--- src/rtl/luma_convert_pipe.sv ---
// luma_convert_pipe
// RGB-to-grey conversion on the vid_io pixel path. Three-stage pipeline:
//   S1 registers the pixel and syncs and detects the vsync rising edge,
//   S2 forms the three weighted products plus max/min/green,
//   S3 rounds, saturates, selects by mode, aligns to OUT_W and gates by VDE.
// Data, hsync, vsync and VDE all leave exactly 3 clocks after they enter.
//
// The coefficients and mode are double-buffered. cfg_load fills a pending set.
// The pending set is promoted to the active set only on a vsync rise seen in S1.
// The pixel that carries the rise already uses the promoted set, so a frame
// never mixes weights.
//
// Streaming interface: there is no valid/ready handshake. A beat is accepted
// on every clock, and vid_pVDE_* marks which beats are active pixels.
//
// Optional build macro: LUMA_BINARIZE_EN. When defined, the port cfg_thresh is
// added and the output becomes all-ones/zero against that threshold.
module luma_convert_pipe #(
  parameter int CH_W       = 8,
  parameter int COEF_W     = 9,
  parameter int FRAC_W     = 8,
  parameter int OUT_W      = 8,
  parameter int COEF_R_RST = 77,
  parameter int COEF_G_RST = 150,
  parameter int COEF_B_RST = 29
) (
  input  logic                clk,
  input  logic                reset,
  input  logic [3*CH_W-1:0]   vid_pData_i,
  input  logic                vid_pHSync_i,
  input  logic                vid_pVSync_i,
  input  logic                vid_pVDE_i,
  output logic [OUT_W-1:0]    vid_pData_o,
  output logic                vid_pHSync_o,
  output logic                vid_pVSync_o,
  output logic                vid_pVDE_o,
  input  logic [COEF_W-1:0]   cfg_coef_r,
  input  logic [COEF_W-1:0]   cfg_coef_g,
  input  logic [COEF_W-1:0]   cfg_coef_b,
  input  logic [1:0]          cfg_mode,
  input  logic                cfg_load,
`ifdef LUMA_BINARIZE_EN
  input  logic [OUT_W-1:0]    cfg_thresh,
`endif
  input  logic                sw_reset,
  output logic                coef_pending,
  output logic [15:0]         frame_cnt
);

  localparam int PROD_W = CH_W + COEF_W;
  localparam int SUM_W  = CH_W + COEF_W + 2;

  localparam logic [1:0] MODE_LUMA  = 2'b00;
  localparam logic [1:0] MODE_MAX   = 2'b01;
  localparam logic [1:0] MODE_MIN   = 2'b10;
  localparam logic [1:0] MODE_GREEN = 2'b11;

  // Rounding constant (half an LSB of the result) and the saturation ceiling.
  // Both are one bit wider than the sum so the rounding add cannot overflow.
  localparam logic [SUM_W:0] RND   = (SUM_W+1)'(1) << (FRAC_W - 1);
  localparam logic [SUM_W:0] Y_MAX = (SUM_W+1)'((1 << CH_W) - 1);

  localparam logic [COEF_W-1:0] R_RST = COEF_W'(COEF_R_RST);
  localparam logic [COEF_W-1:0] G_RST = COEF_W'(COEF_G_RST);
  localparam logic [COEF_W-1:0] B_RST = COEF_W'(COEF_B_RST);

  // ---------------------------------------------------------------------------
  // Configuration sets
  // ---------------------------------------------------------------------------
  logic [COEF_W-1:0] act_r, act_g, act_b;
  logic [COEF_W-1:0] pend_r, pend_g, pend_b;
  logic [1:0]        act_mode, pend_mode;

  // ---------------------------------------------------------------------------
  // Stage 1 registers
  // ---------------------------------------------------------------------------
  logic [CH_W-1:0] s1_r, s1_g, s1_b;
  logic            s1_hs, s1_vs, s1_de;
  logic            s1_vs_d;

  // Frame-start detection and the set that the S1 pixel will use
  logic              vs_rise;
  logic              apply_pend;
  logic [COEF_W-1:0] eff_r, eff_g, eff_b;
  logic [1:0]        eff_mode;

  assign vs_rise    = s1_vs & ~s1_vs_d;
  assign apply_pend = vs_rise & coef_pending;
  assign eff_r      = apply_pend ? pend_r    : act_r;
  assign eff_g      = apply_pend ? pend_g    : act_g;
  assign eff_b      = apply_pend ? pend_b    : act_b;
  assign eff_mode   = apply_pend ? pend_mode : act_mode;

  // Stage 1 reductions, registered into S2
  logic [CH_W-1:0] max_c, min_c;

  // ---------------------------------------------------------------------------
  // Stage 2 registers
  // ---------------------------------------------------------------------------
  logic [PROD_W-1:0] s2_prod_r, s2_prod_g, s2_prod_b;
  logic [CH_W-1:0]   s2_max, s2_min, s2_green;
  logic [1:0]        s2_mode;
  logic              s2_hs, s2_vs, s2_de;

  // Stage 3 combinational path
  logic [SUM_W-1:0]  sum_c;
  logic [SUM_W:0]    sum_rnd;
  logic [SUM_W:0]    y_full;
  logic [CH_W-1:0]   y_sat;
  logic [CH_W-1:0]   sel_c;
  logic [OUT_W-1:0]  aligned_c;
  logic [OUT_W-1:0]  result_c;

  // Pending/active configuration, frame counter and the pending flag
  always_ff @(posedge clk or posedge reset) begin
    if (reset) begin
      act_r        <= R_RST;
      act_g        <= G_RST;
      act_b        <= B_RST;
      act_mode     <= MODE_LUMA;
      pend_r       <= R_RST;
      pend_g       <= G_RST;
      pend_b       <= B_RST;
      pend_mode    <= MODE_LUMA;
      coef_pending <= 1'b0;
      frame_cnt    <= 16'd0;
    end else if (sw_reset) begin
      act_r        <= R_RST;
      act_g        <= G_RST;
      act_b        <= B_RST;
      act_mode     <= MODE_LUMA;
      pend_r       <= R_RST;
      pend_g       <= G_RST;
      pend_b       <= B_RST;
      pend_mode    <= MODE_LUMA;
      coef_pending <= 1'b0;
      frame_cnt    <= 16'd0;
    end else begin
      if (vs_rise) begin
        frame_cnt <= frame_cnt + 16'd1;
      end
      // The edge promotes the pending contents as they were before any load
      // in this same cycle. A coincident load then refills the pending set.
      if (apply_pend) begin
        act_r    <= pend_r;
        act_g    <= pend_g;
        act_b    <= pend_b;
        act_mode <= pend_mode;
      end
      if (cfg_load) begin
        pend_r       <= cfg_coef_r;
        pend_g       <= cfg_coef_g;
        pend_b       <= cfg_coef_b;
        pend_mode    <= cfg_mode;
        coef_pending <= 1'b1;
      end else if (apply_pend) begin
        coef_pending <= 1'b0;
      end
    end
  end

  // S1: capture the pixel and syncs, and keep last vsync for edge detection
  always_ff @(posedge clk or posedge reset) begin
    if (reset) begin
      s1_r    <= '0;
      s1_g    <= '0;
      s1_b    <= '0;
      s1_hs   <= 1'b0;
      s1_vs   <= 1'b0;
      s1_de   <= 1'b0;
      s1_vs_d <= 1'b0;
    end else if (sw_reset) begin
      s1_r    <= '0;
      s1_g    <= '0;
      s1_b    <= '0;
      s1_hs   <= 1'b0;
      s1_vs   <= 1'b0;
      s1_de   <= 1'b0;
      s1_vs_d <= 1'b0;
    end else begin
      s1_r    <= vid_pData_i[3*CH_W-1:2*CH_W];
      s1_g    <= vid_pData_i[2*CH_W-1:CH_W];
      s1_b    <= vid_pData_i[CH_W-1:0];
      s1_hs   <= vid_pHSync_i;
      s1_vs   <= vid_pVSync_i;
      s1_de   <= vid_pVDE_i;
      s1_vs_d <= s1_vs;
    end
  end

  // Largest and smallest of the three S1 channels
  always_comb begin
    max_c = s1_r;
    if (s1_g > max_c) max_c = s1_g;
    if (s1_b > max_c) max_c = s1_b;
    min_c = s1_r;
    if (s1_g < min_c) min_c = s1_g;
    if (s1_b < min_c) min_c = s1_b;
  end

  // S2: weighted products and the alternative reductions. The mode travels
  // with the pixel so S3 selects with the set that was live at frame start.
  always_ff @(posedge clk or posedge reset) begin
    if (reset) begin
      s2_prod_r <= '0;
      s2_prod_g <= '0;
      s2_prod_b <= '0;
      s2_max    <= '0;
      s2_min    <= '0;
      s2_green  <= '0;
      s2_mode   <= MODE_LUMA;
      s2_hs     <= 1'b0;
      s2_vs     <= 1'b0;
      s2_de     <= 1'b0;
    end else if (sw_reset) begin
      s2_prod_r <= '0;
      s2_prod_g <= '0;
      s2_prod_b <= '0;
      s2_max    <= '0;
      s2_min    <= '0;
      s2_green  <= '0;
      s2_mode   <= MODE_LUMA;
      s2_hs     <= 1'b0;
      s2_vs     <= 1'b0;
      s2_de     <= 1'b0;
    end else begin
      s2_prod_r <= PROD_W'(s1_r) * PROD_W'(eff_r);
      s2_prod_g <= PROD_W'(s1_g) * PROD_W'(eff_g);
      s2_prod_b <= PROD_W'(s1_b) * PROD_W'(eff_b);
      s2_max    <= max_c;
      s2_min    <= min_c;
      s2_green  <= s1_g;
      s2_mode   <= eff_mode;
      s2_hs     <= s1_hs;
      s2_vs     <= s1_vs;
      s2_de     <= s1_de;
    end
  end

  // S3 arithmetic: sum, round to nearest, drop fraction, clamp to channel range
  always_comb begin
    sum_c   = SUM_W'(s2_prod_r) + SUM_W'(s2_prod_g) + SUM_W'(s2_prod_b);
    sum_rnd = {1'b0, sum_c} + RND;
    y_full  = sum_rnd >> FRAC_W;
    y_sat   = (y_full > Y_MAX) ? {CH_W{1'b1}} : y_full[CH_W-1:0];
  end

  // S3 mode selection
  always_comb begin
    sel_c = y_sat;
    case (s2_mode)
      MODE_LUMA:  sel_c = y_sat;
      MODE_MAX:   sel_c = s2_max;
      MODE_MIN:   sel_c = s2_min;
      MODE_GREEN: sel_c = s2_green;
      default:    sel_c = y_sat;
    endcase
  end

  // Channel-width to output-width alignment: keep MSBs or zero-pad LSBs
  generate
    if (OUT_W <= CH_W) begin : g_align_msb
      assign aligned_c = sel_c[CH_W-1 -: OUT_W];
    end else begin : g_align_pad
      assign aligned_c = {sel_c, {(OUT_W-CH_W){1'b0}}};
    end
  endgenerate

  // Final value, gated by active video
  always_comb begin
`ifdef LUMA_BINARIZE_EN
    result_c = (aligned_c >= cfg_thresh) ? {OUT_W{1'b1}} : {OUT_W{1'b0}};
`else
    result_c = aligned_c;
`endif
    if (!s2_de) result_c = '0;
  end

  // S3: output registers
  always_ff @(posedge clk or posedge reset) begin
    if (reset) begin
      vid_pData_o  <= '0;
      vid_pHSync_o <= 1'b0;
      vid_pVSync_o <= 1'b0;
      vid_pVDE_o   <= 1'b0;
    end else if (sw_reset) begin
      vid_pData_o  <= '0;
      vid_pHSync_o <= 1'b0;
      vid_pVSync_o <= 1'b0;
      vid_pVDE_o   <= 1'b0;
    end else begin
      vid_pData_o  <= result_c;
      vid_pHSync_o <= s2_hs;
      vid_pVSync_o <= s2_vs;
      vid_pVDE_o   <= s2_de;
    end
  end

endmodule

--- config.mk ---
export PLATFORM = sky130hd
export DESIGN_NAME = luma_convert_pipe
export DESIGN_NICKNAME = d
export VERILOG_FILES = /design/src/rtl/luma_convert_pipe.sv
export SDC_FILE = /design/constraint.sdc
export NUM_CORES = 1
export LEC_CHECK = 0
export CORE_ASPECT_RATIO = 1.4
export CORE_MARGIN = 5
export CORE_UTILIZATION = 30
export DETAILED_ROUTE_END_ITERATION = 7
export RECOVER_POWER = 25
export SYNTH_ARGS = -nofsm -noshare
export SYNTH_HDL_FRONTEND = slang
export SYNTH_SLANG_ARGS = --single-unit
--- constraint.sdc ---
create_clock -name clk -period 8 [get_ports clk]
set_input_delay 1.2 -clock clk [delete_from_list [all_inputs] [get_ports clk]]
set_output_delay 1.2 -clock clk [all_outputs]
set_load 0.01 [all_outputs]
# ---- Yosys cells after proc, flatten, opt, wreduce, memory -nomap -nowiden
# Cells that the tools add are included.
# W data, S select, Z words.
dict set report totals {
  word_cells 99
  ff_bits 191
}
dict set report classes {
  n_eq_ne 3
  bitwise_logic 3
  n_reduce_logical 5
  mul 3
  mux 47
  n_addsub 4
  n_lt_le_gt_ge 5
}
# operator n
set ops {}
lappend ops {{$mux W9} 12}
lappend ops {{$mux W8} 13}
lappend ops {{$mul A8 B9 Y17} 3}
lappend ops {{$mux W17} 3}
lappend ops {{$mux W16} 2}
lappend ops {{$pmux W8 S4} 1}
lappend ops {{$add A19 B8 Y20 const B} 1}
lappend ops {{$add A18 B17 Y19} 1}
lappend ops {{$add A17 B17 Y18} 1}
lappend ops {{$add A16 B1 Y16 const B} 1}
lappend ops {{$gt A8 B8 Y1} 2}
lappend ops {{$lt A8 B8 Y1} 2}
lappend ops {{$gt A12 B8 Y1 const B} 1}
lappend ops {{$mux W1} 12}
lappend ops {{$mux W2} 4}
lappend ops {{$reduce_bool A2 Y1} 3}
lappend ops {{$eq A2 B2 Y1 const B} 2}
lappend ops {{$reduce_bool A3 Y1} 1}
lappend ops {{$and A1 B1 Y1} 2}
lappend ops {{$eq A2 B1 Y1 const B} 1}
lappend ops {{$logic_not A2 Y1} 1}
lappend ops {{$not A1 Y1} 1}

# ---- Depth between registers and ports, before layout
dict set report logic_depth {
  ltp_word 8
  mapped_depth 24
  mapped_depth_nobuf 21
}

# ---- Least setup slack after synthesis
# OpenSTA, ideal clock, no wires.
dict set report synth_path {
  path_kind {reg2reg}
  start {register s1_vs}
  end {register s2_prod_b[15]}
  arrival_time_ns 5.790
  path_buffers 3
  path_slack_ns 2.078
  path_stages_with_launch 23
  required_time_ns 7.868
  cell_sequence {dfrtp_1 > nor2b_1 > clkbuf_1 > nand2_1 > clkbuf_1 > clkbuf_1 > mux2i_1 > nor2b_1 > fa_1 > fa_1 > fa_1 > inv_1 > fa_1 > inv_1 > ha_1 > a21o_1 > a21o_1 > nor3_1 > o21ai_0 > a31o_2 > a21oi_1 > xor2_1 > nor2_1}
}
dict set report synth_via {
  elab_chain_len 5
}
# item line_no
set synth_rtl {}
lappend synth_rtl {{start, declared} 78} ;# logic s1_hs, s1_vs, s1_de;
lappend synth_rtl {{start signal, assigned} 185} ;# s1_vs <= vid_pVSync_i;
lappend synth_rtl {{$and A1 B1 Y1} 87} ;# assign vs_rise = s1_vs & ~s1_vs_d;
lappend synth_rtl {{$and A1 B1 Y1} 88} ;# assign apply_pend = vs_rise & coef_pending;
lappend synth_rtl {{$mux W9} --}
lappend synth_rtl {{$mul A8 B9 Y17} 229} ;# s2_prod_b <= PROD_W'(s1_b) * PROD_W'(eff_b);
lappend synth_rtl {{$mux W17} 215} ;# end else if (sw_reset) begin
lappend synth_rtl {{end signal, assigned} 229}
lappend synth_rtl {{end, declared} 100} ;# logic [PROD_W-1:0] s2_prod_r, s2_prod_g, s2_prod_b;
# Every way passes these cells.
# A chain may end at the register's enable or synchronous reset.

# ---- Final worst setup path
dict set report layout_path {
  start {register s1_vs}
  end {register s2_prod_r[16]}
}
dict set report layout_via {
  elab_chain_len 5
}
# item line_no
set layout_rtl {}
lappend layout_rtl {{$and A1 B1 Y1} 87}
lappend layout_rtl {{$and A1 B1 Y1} 88}
lappend layout_rtl {{$mux W9} --}
lappend layout_rtl {{$mul A8 B9 Y17} 227} ;# s2_prod_r <= PROD_W'(s1_r) * PROD_W'(eff_r);
lappend layout_rtl {{$mux W17} 215}
lappend layout_rtl {{end signal, assigned} 227}
lappend layout_rtl {{end, declared} 100}
# Every way passes these cells.

==> flow_summary.yaml <==
routing:
  first_iter_violations: 455
  via_count: 11107
  vias_per_cell: 4.597
  dr.pass1.iters: 5
  drcViolationCount: 0
  wire_per_inst_um: 16.23
  ant_nets: 0
  finalWirelength_mm: 39.22
logic_synthesis:
  synthFlopType: "dfrtp_1"
  synth_compound_area_share_pct: 7.654
  ys_warn_count: 0
  synth_area_um2: 15910
  synth_top_family_by_area: "adder cells"
  synth-simple-area-share_pct: 16.82
  synth_edf_count: 0
  ys_ff_latch: 191
  synth_cell_types: 52
  synth_nets: 1994
  syn_inst: 1626
  synth.avg_cell_area_um2: 9.783
  async_flop_share_pct: 100.0
  synthAdderAreaFrac_pct: 30.93
  synth-xor-area-share_pct: 2.918
  synth_mux_area_share_pct: 3.909
  seq_area_frac_synth_pct: 30.24
place:
  numPortBuffers: 87
  dp_cells: 2384
  place.gp.congestion: 0.8617
  pre_cts_ws_ns: 1.912
  dpl.hpwl_mm: 30.75
sta:
  fin_crit_ns: 6.209
  period_share_pct: 77.62
  tightest_slew_ns: 4.810
  tns_ns: 0
  slew_viol_final: 190
  fmax_mhz: 161.0
  skew_ns: 0.01457
  setup_viol: 0
  slew_headroom_pct: -220.7
  layout_setup_ws_ns: 1.791
  rsz0062_at_grt: "false"
  hold_viol: 0
floorplanning:
  die_w_um: 204.6
  core-area_um2: 52800
  die_area_um2: 57790
  initial_utilization_pct: 30.13
  rows: 100
  io_pins: 88
  die_h_um: 282.5
worst_setup_path:
  cp-end-kind: "flip-flop"
  path_class: "reg2reg"
  endpoint: "s2_prod_r[16]"
  start_kind: "flip-flop"
  cp_common_cell: "fa_1"
  worstPathArrival_ns: 6.35
  crit-reg2reg-launch: "s1_vs"
  max_stage_delay_ns: 0.70
  rr_endpoint: "s2_prod_r[16]"
  regToRegSetupSlack_ns: 1.79
  crit_start: "s1_vs"
  critical_path_required_ns: 8.15
  cp_slowest_cell: "mux2i_1"
  path_cells: "nor2b_1 -> buf_4 -> nand2_1 -> buf_4 -> mux2i_1 -> nor2_1 -> fa_1 -> fa_1 -> inv_1 -> fa_1 -> fa_1 -> inv_1 -> ha_1 -> o21ai_0 -> o21bai_1 -> a31oi_1 -> o21ai_0 -> o41ai_1 -> o21ai_0 -> xnor2_1 -> nor2_1"
  worst-r2r-cell-count: 21
  crit_fanout: 29
final_layout:
  diodes: 0
  layout-drive-gt1-share_pct: 4.642
  num-fill-cells: 5447
  synthToLayoutAreaGrowth_pct: 14.25
  stdcell_count: 2416
  final_common_cell: "inv_1"
  final_core_util_pct: 34.42
  most-common-layout-cells: "inv_1, nor2b_1, nor2_1"
  nets: 2057
global_routing:
  antenna_found_initial: 0
  grt.overflow.total: 0
  grt_pass1_vias: 11849
  grt_pass1_wl_mm: 64.01
  grt_max_degree: 108
  track_usage_pct: 14.07
clock_network:
  clock_latency_ns: 0.46
  cts.sinks: 191
  cts_buffers: 17
  cts_resized: 0
  post_cts_buffers: 0
  cts_tree: "done"
  h-tree-depth: 4
  clock_path_buffers: 2
  hold_buffers: 0
  cts_root_buf: "clkbuf_16"
  clk_pin_slew_worst_paths_ns: 0.07
min_path:
  hold_class: "reg2reg"
outcome:
  status: "finished, violations left"
  violations: "capacitance limit, slew limit"
pwr:
  power_density_nw_per_um2: 168.0
  peakVddDrop_uv: 157.7
  power.leakage_nw: 9.068
job:
  max-cap-violations: 2
per-stage QoR:
step	hold slack, ns	cell area, µm²	total power, W
2_1_floorplan	0.4385	15910	0.001845
3_3_place_gp	0.4524	17540	0.002111
3_5_place_dp	0.4553	17540	0.002134
4_1_cts	0.4792	18190	0.003100
5_1_grt	0.5091	18170	0.003283
6_report	0.4732	18170	0.003053
routing by layer:
metal	up-vias	track usage [%]	wire length, µm
li1	5306	-	-
met1	5574	17.53	16840
met2	184	25.16	20330
met3	43	1.491	979
met4	0	5.260	1072
met5	-	0	0
power by group:
part	internal, W	switching (W)
registers	0.00105	0.0000592
clock network	0.000510	0.000431
logic	0.000427	0.000579
registers in the layout, summed over array words and instances, names as in the netlist, 2 cells and up:
register / cells
s1_g: 8
s2_green: 8
vid_pData_o: 8
act_r: 9
pend_b: 9
act_g: 9
s1_b: 8
s2_max: 8
pend_mode: 2
pend_g: 9
s2_prod_b: 17
s2_min: 8
act_b: 9
frame_cnt: 16
s1_r: 8
s2_prod_g: 17
s2_mode: 2
s2_prod_r: 17
pend_r: 9
cells by family after synthesis:
logic type / after synthesis
simple gates: 516
buf+inv: 317
fa+ha+maj: 308
flops: 191
compound gates: 179
mux: 62
xor+xnor: 53
final cells by class:
| cell class | instances | area (µm²) | area share [%] |
|---|---|---|---|
| Multi-Input combinational cell | 1118 | 9898 | 54.47 |
| Clock inverter | 15 | 219.0 | 1.205 |
| Tap cell | 714 | 893.4 | 4.916 |
| Timing Repair Buffer | 97 | 934.6 | 5.143 |
| Sequential cell | 191 | 4810 | 26.47 |
| Inverter | 264 | 992.2 | 5.460 |
| Clock buffer | 17 | 425.4 | 2.341 |
worst max-delay path, delay by kind of cell, from the launching register on:
family	cells	cell delay, ns
compound gates	6	1.26
xor+xnor	1	0.19
fa+ha+maj	5	2.21
buf+inv	4	0.76
flops	1	0.37
mux	1	0.70
simple gates	4	0.39
Yosys cell counts (3+ instances only):
library cell	n	area (µm²)
a211o_1	13	113.9
a211oi_1	24	180.2
a21o_1	19	142.6
a21oi_1	44	220.2
a22oi_1	7	52.55
a31oi_1	4	25.02
and3_1	3	18.77
clkbuf_1	49	183.9
clkinv_1	3	11.26
dfrtp_1	167	4179
dfstp_2	24	630.6
fa_1	142	2843
ha_1	166	2077
inv_1	256	960.9
inv_2	5	18.77
mux2i_1	61	610.6
nand2_1	26	97.59
nand2b_1	56	350.3
nand3_1	12	60.06
nand4_1	13	81.33
nor2_1	180	675.7
nor2b_1	182	1139
nor3_1	28	140.1
o211a_1	8	80.08
o211ai_1	5	37.54
o21a_1	8	60.06
o21ai_0	25	125.1
o21bai_1	7	52.55
o31ai_1	3	22.52
or3_1	6	37.54
xnor2_1	34	297.8
xor2_1	19	166.4
how the worst min path moves through the flow:
stage                      from      endpoint  slack (ns)  cells past startpoint
final                     s2_hs  vid_pHSync_o        0.47                      1
after global routing      s1_de         s2_de        0.51                      1
after CTS                 s2_hs  vid_pHSync_o        0.48                      1
after detailed placement  s1_de         s2_de        0.46                      1
after global placement    s2_hs  vid_pHSync_o        0.45                      1
after floorplan           s1_de         s2_de        0.44                      1
(Power assumes the default switching activity.)
